$ cat src/rtl/conv11_mac.sv
// 1x1-convolution multiply-accumulate stage: IN_CH signed pairs plus bias -> one result with valid/ready.
// Optional ReLU on the result when CONV11_MAC_RELU_EN is defined.
module conv11_mac #(
   parameter int DATA_WIDTH   = 8,
   parameter int WEIGHT_WIDTH = 8,
   parameter int OUT_WIDTH    = 32,
   parameter int IN_CH        = 16
) (
   input  logic                  clk,
   input  logic                  rst,
   input  logic                  start,
   input  logic [OUT_WIDTH-1:0]  bias_in,
   input  logic                  valid_in,
   output logic                  ready_out,
   input  logic [DATA_WIDTH-1:0] data_in,
   input  logic [WEIGHT_WIDTH-1:0] weight_in,
   output logic                  valid_out,
   input  logic                  ready_in,
   output logic [OUT_WIDTH-1:0]  data_out,
   output logic                  busy,
   output logic                  done
);

   localparam int CNT_WIDTH = (IN_CH > 1) ? $clog2(IN_CH) : 1;
   localparam int PW        = DATA_WIDTH + WEIGHT_WIDTH;
   localparam logic [CNT_WIDTH-1:0] LAST_CNT = CNT_WIDTH'(IN_CH - 1);

   typedef enum logic [1:0] {IDLE, ACC, BIAS, HOLD} state_t;

   state_t                 state_q, state_d;
   logic [OUT_WIDTH-1:0]   acc_q, acc_d;
   logic [OUT_WIDTH-1:0]   bias_q, bias_d;
   logic [OUT_WIDTH-1:0]   dout_q, dout_d;
   logic [CNT_WIDTH-1:0]   cnt_q, cnt_d;
   logic                   vout_q, vout_d;
   logic                   done_q, done_d;

   logic signed [PW-1:0]        prod;
   logic signed [OUT_WIDTH-1:0] prod_ext;
   logic [OUT_WIDTH-1:0]        sum;

   // Operands widened to the full product width so the multiply is exact.
   assign prod     = PW'($signed(data_in)) * PW'($signed(weight_in));
   assign prod_ext = OUT_WIDTH'(prod);
   assign sum      = acc_q + bias_q;

   always_comb begin
      state_d = state_q;
      acc_d   = acc_q;
      bias_d  = bias_q;
      dout_d  = dout_q;
      cnt_d   = cnt_q;
      vout_d  = vout_q;
      done_d  = 1'b0;
      case (state_q)
         IDLE: if (start) begin
            acc_d   = '0;
            cnt_d   = '0;
            bias_d  = bias_in;
            state_d = ACC;
         end
         ACC: if (valid_in) begin
            acc_d = acc_q + OUT_WIDTH'(prod_ext);
            if (cnt_q == LAST_CNT) begin
               cnt_d   = '0;
               state_d = BIAS;
            end else begin
               cnt_d = cnt_q + 1'b1;
            end
         end
         BIAS: begin
`ifdef CONV11_MAC_RELU_EN
            dout_d = sum[OUT_WIDTH-1] ? '0 : sum;
`else
            dout_d = sum;
`endif
            vout_d  = 1'b1;
            state_d = HOLD;
         end
         HOLD: if (ready_in) begin
            vout_d  = 1'b0;
            done_d  = 1'b1;
            state_d = IDLE;
         end
         default: state_d = IDLE;
      endcase
   end

   always_ff @(posedge clk) begin
      if (rst) begin
         state_q <= IDLE;
         acc_q   <= '0;
         bias_q  <= '0;
         dout_q  <= '0;
         cnt_q   <= '0;
         vout_q  <= 1'b0;
         done_q  <= 1'b0;
      end else begin
         state_q <= state_d;
         acc_q   <= acc_d;
         bias_q  <= bias_d;
         dout_q  <= dout_d;
         cnt_q   <= cnt_d;
         vout_q  <= vout_d;
         done_q  <= done_d;
      end
   end

   assign ready_out = (state_q == ACC);
   assign busy      = (state_q != IDLE);
   assign valid_out = vout_q;
   assign data_out  = dout_q;
   assign done      = done_q;

endmodule

$ cat config.mk
export PLATFORM = sky130hd
export DESIGN_NAME = conv11_mac
export DESIGN_NICKNAME = d
export VERILOG_FILES = /design/src/rtl/conv11_mac.sv
export SDC_FILE = /design/constraint.sdc
export NUM_CORES = 1
export LEC_CHECK = 0
export CAP_MARGIN = 20
export CORE_MARGIN = 3
export CORE_UTILIZATION = 60
export CTS_CLUSTER_SIZE = 10
export DETAILED_ROUTE_END_ITERATION = 8
export GPL_TIMING_DRIVEN = 0
export HOLD_SLACK_MARGIN = 0.03
export MAX_ROUTING_LAYER = met4
export PLACE_DENSITY = 0.83
export SKIP_LAST_GASP = 1
export SLEW_MARGIN = 20
export SYNTH_ARGS = -nofsm -noshare
export SYNTH_HDL_FRONTEND = slang
export SYNTH_SLANG_ARGS = --single-unit
$ cat constraint.sdc
create_clock -name clk -period 19.3 [get_ports clk]
set_clock_uncertainty 0.1 [all_clocks]
set_input_delay 5.79 -clock clk [delete_from_list [all_inputs] [get_ports clk]]
set_output_delay 5.79 -clock clk [all_outputs]
set_load 0.05 [all_outputs]
==> results.txt <==
----------------------------------------------------
[Detailed routing]
  Detailed Routing Iterations Pass 1 ... 7
  Detailed Route Iter0 Violations ... 720
  Vias per inst ... about 5.8
  DR vias ... between 8000 and 9000
  DRC ... 0
  Routed length per instance ... ~17 um
  Final antenna-violating net count ... 0
  Routed WL ... approximately 25000 um

[Place]
  Post-DP HPWL ... 19900 um
  Number of buffers added on ports ... 88
  DP Area ... approximately 0.011 mm2
  Placer Congestion ... 0.986

[Setup path]
  Critical Path AT ... around 13 ns
  Endpoint of the lowest-slack register-to-register path ... data_out[30]
  Max FO, Critical Path ... 15
  Crit path largest cell delay ... roughly 0.59 ns
  Capturing element type of the critical path ... register
  CP Launch Type ... primary input
  Logic depth of the worst register-to-register path ... 11
  Critical path's most frequent cell ... inv_1
  Cell with the largest stage delay on the worst path ... clkdlybuf4s50_1
  Worst flop-to-flop path startpoint ... acc_q[0]
  Slack of the worst reg-to-reg path ... between 15 and 20 ns
  Capturing element of the worst setup path ... acc_q[31]
  Worst setup path class ... in2reg
  CP required ... 19.44 ns
  Worst setup path startpoint ... weight_in[2]

[GRT]
  GRT Resource Usage Total ... 0.293
  Final global-route overflow total ... 0
  Number of global-route vias before repair ... roughly 8100
  Maximum number of pins on one net before global-route repair ... 18
  Wire length of the first global-routing pass ... approximately 40000 um
  Initial antenna violation count ... 0

[Synth]
  YS warnings ... 0
  Most numerous cell in the Yosys netlist ... nand2_1
  Post-Syn Instances ... roughly 1200
  Number of distinct library cells after synthesis ... 70
  Register area share after synthesis ... 0.222
  Fraction of registers with async set/reset ... 0
  Number of enable flip-flop cells after synthesis ... 0
  Biggest area contributors in the synthesized netlist ... dfxtp_1 22%, ha_1 13%, fa_1 12%, nand2_1 5.6%, a21oi_1 5.1%
  Most frequently used flop master after synthesis ... dfxtp_1
  Commonest cells in the synthesized netlist ... 140 x nand2_1, 116 x inv_1, 104 x dfxtp_1
  Average cell area after synthesis ... 8.12 um2
  Flip-flop and latch count after synthesis ... approximately 100
  Synthesized net count ... ~1400
  Library cell with the largest summed area after synthesis ... dfxtp_1
  Share of Yosys cell area claimed by the top area cell type ... 0.222
  Mapped cell area ... ~0.0094 mm2

[STA]
  Setup repair after global routing missed its margin ... false
  Setup TNS ... 0 ns
  Final Hold Slack ... 0.362 ns
  Final-report hold violation count ... 0
  Minimum period implied by the final worst setup slack ... 12.66 ns
  Final Setup Violations ... 0
  Fmax achieved ... ~79 MHz
  Least-Margin Pin Slew ... 0.847 ns
  Worst slew margin relative to its limit ... 0.435
  Final Cycle Share ... 0.656
  Number of max-slew violations in the final report ... 0

[CTS]
  Hold-fix buffers, CTS ... 0
  Clock tree from TritonCTS ... done
  Level count of the clock H-tree ... 3
  Source-to-sink clock delay at the later pin of the worst-skew pair ... roughly 0.36 ns
  Total CTS buffers ... 9
  Post-CTS repair timing setup buffer count ... 0
  Post-cts resize count ... 0
  Clock buffer depth ... 2
  Clock Tree Root ... clkbuf_16
  Register clock-pin slew on the reported worst setup and hold paths ... 0.07 ns
  Num Clock Sinks ... between 100 and 150

[Pwr]
  Worst vdd rail ir drop ... 0.200 mV
  Total Power Consumption ... 1.83 mW
  Power density relative to cell area ... 168 mW/mm2
  Leakage power ... ~4.8 nW

[Die]
  Total die area ... ~0.017 mm2
  Height of the die ... between 100 and 150 um
  Horizontal die dimension ... approximately 130 um
  Number of placed I/O pins ... about 90
  Starting Density ... 0.616
  Placeable Area ... approximately 0.015 mm2
  Rows ... 45

[Layout]
  Post-route design area ... roughly 0.011 mm2
  Diode insertion count for antenna repair ... 0
  Area growth from synthesis to layout ... 15.8%
  Nets@finish ... 1466
  Fraction of final layout cells sized beyond drive strength 1 ... 0.0246

[Hold path]
  Class of the worst hold path ... reg2reg

[Flow run]
  Number of violations of the max-capacitance limit ... 0

[Status]
  Run status ... finished, final reports clean

----------------------------------------------------
[power by group]
| group | total (mW) | internal [mW] | switching, mW | leakage [nW] |
|---|---|---|---|---|
| Clock | 0.195 | 0.109 | 0.0865 | 0.154 |
| Sequential | 0.300 | 0.257 | 0.0426 | 0.845 |
| Combinational | 1.33 | 0.535 | 0.796 | 3.82 |
[layout make-up]
cell class / instances / area (um2)
flip-flops and latches: 104 / 2080
clock buffers: 11 / 253
fillers: 1252 / 4380
inverters: 118 / 443
clock inverters: 5 / 62.6
multi-input cells: 905 / 6770
plain buffers: 30 / 113
well taps: 211 / 264
repair buffers: 89 / 896
[sequential cells by signal (all words and copies together), names as in the netlist]
register and count:
done 1, data_out 32, bias_q 32, cnt_q 4, valid_out 1, state_q 2
acc_q 32
[worst max-delay path: cells and delay by family]
family / cells / cell delay [ns]
buf+inv: 7 / 1.21
xor+xnor: 1 / 0.42
simple gates: 4 / 0.81
compound gates: 7 / 1.50
fa+ha+maj: 6 / 2.83
mux: 1 / 0.22
[metrics by stage]
step	cells	utilization	worst slack, ns
2_1_floorplan	1157	-	6.89
3_3_place_gp	1456	0.691	5.34
3_5_place_dp	1457	0.692	6.35
4_1_cts	1473	0.713	6.71
5_1_grt	1473	0.713	6.19
6_report	1473	0.713	6.64
[logic make-up after synthesis]
group | share of synthesized area
AOI/OAI and AO/OA | 0.206
xor gates and xnor gates | 0.0466
adders and majority gates | 0.253
buffers and inverters | 0.0591
DFF | 0.222
muxes | 0.0150
and+or+nand+nor | 0.199
[worst min path at each step]
| stage | startpoint | slack (ns) | endpoint | cells after the start |
|---|---|---|---|---|
| floorplan | bias_q[0] | 0.34 | bias_q[0] | 2 |
| global placement | bias_q[26] | 0.35 | bias_q[26] | 2 |
| detailed placement | bias_q[26] | 0.35 | bias_q[26] | 2 |
| CTS | bias_q[26] | 0.36 | bias_q[26] | 2 |
| global route | bias_q[19] | 0.38 | bias_q[19] | 2 |
| finish | bias_q[26] | 0.36 | bias_q[26] | 2 |
[per-layer routing]
metal	share of wire	vias to the layer above	routed length, um	global-route usage
met5	0	-	0	-
li1	-	4200	-	-
met4	0.021	0	522	0.0858
met2	0.48	298	11800	0.479
met3	0.057	48	1400	0.0368
met1	0.44	4018	10900	0.386
[cells in the final DEF, fill, tap and decap left out, drive strengths merged, types with 9 or more instances in the layout]
cell type      netlist  routed
nand2              140     140
inv                116     118
dfxtp              104     104
ha                  99      99
a21oi               97      97
clkdlybuf4s50        0      88
nor2                80      80
fa                  57      57
and2                50      50
o21ai               49      49
clkbuf              27      38
xnor2               33      33
a21o                28      28
nand3               24      24
nor3                23      23
nor2b               17      17
xor2                17      17
o21a                17      17
a211oi              15      15
a22oi               14      14
mux2i               13      13
nand2b              12      12
nand4               11      11
a31oi                9       9
Power figures use the tool's default switching activity.
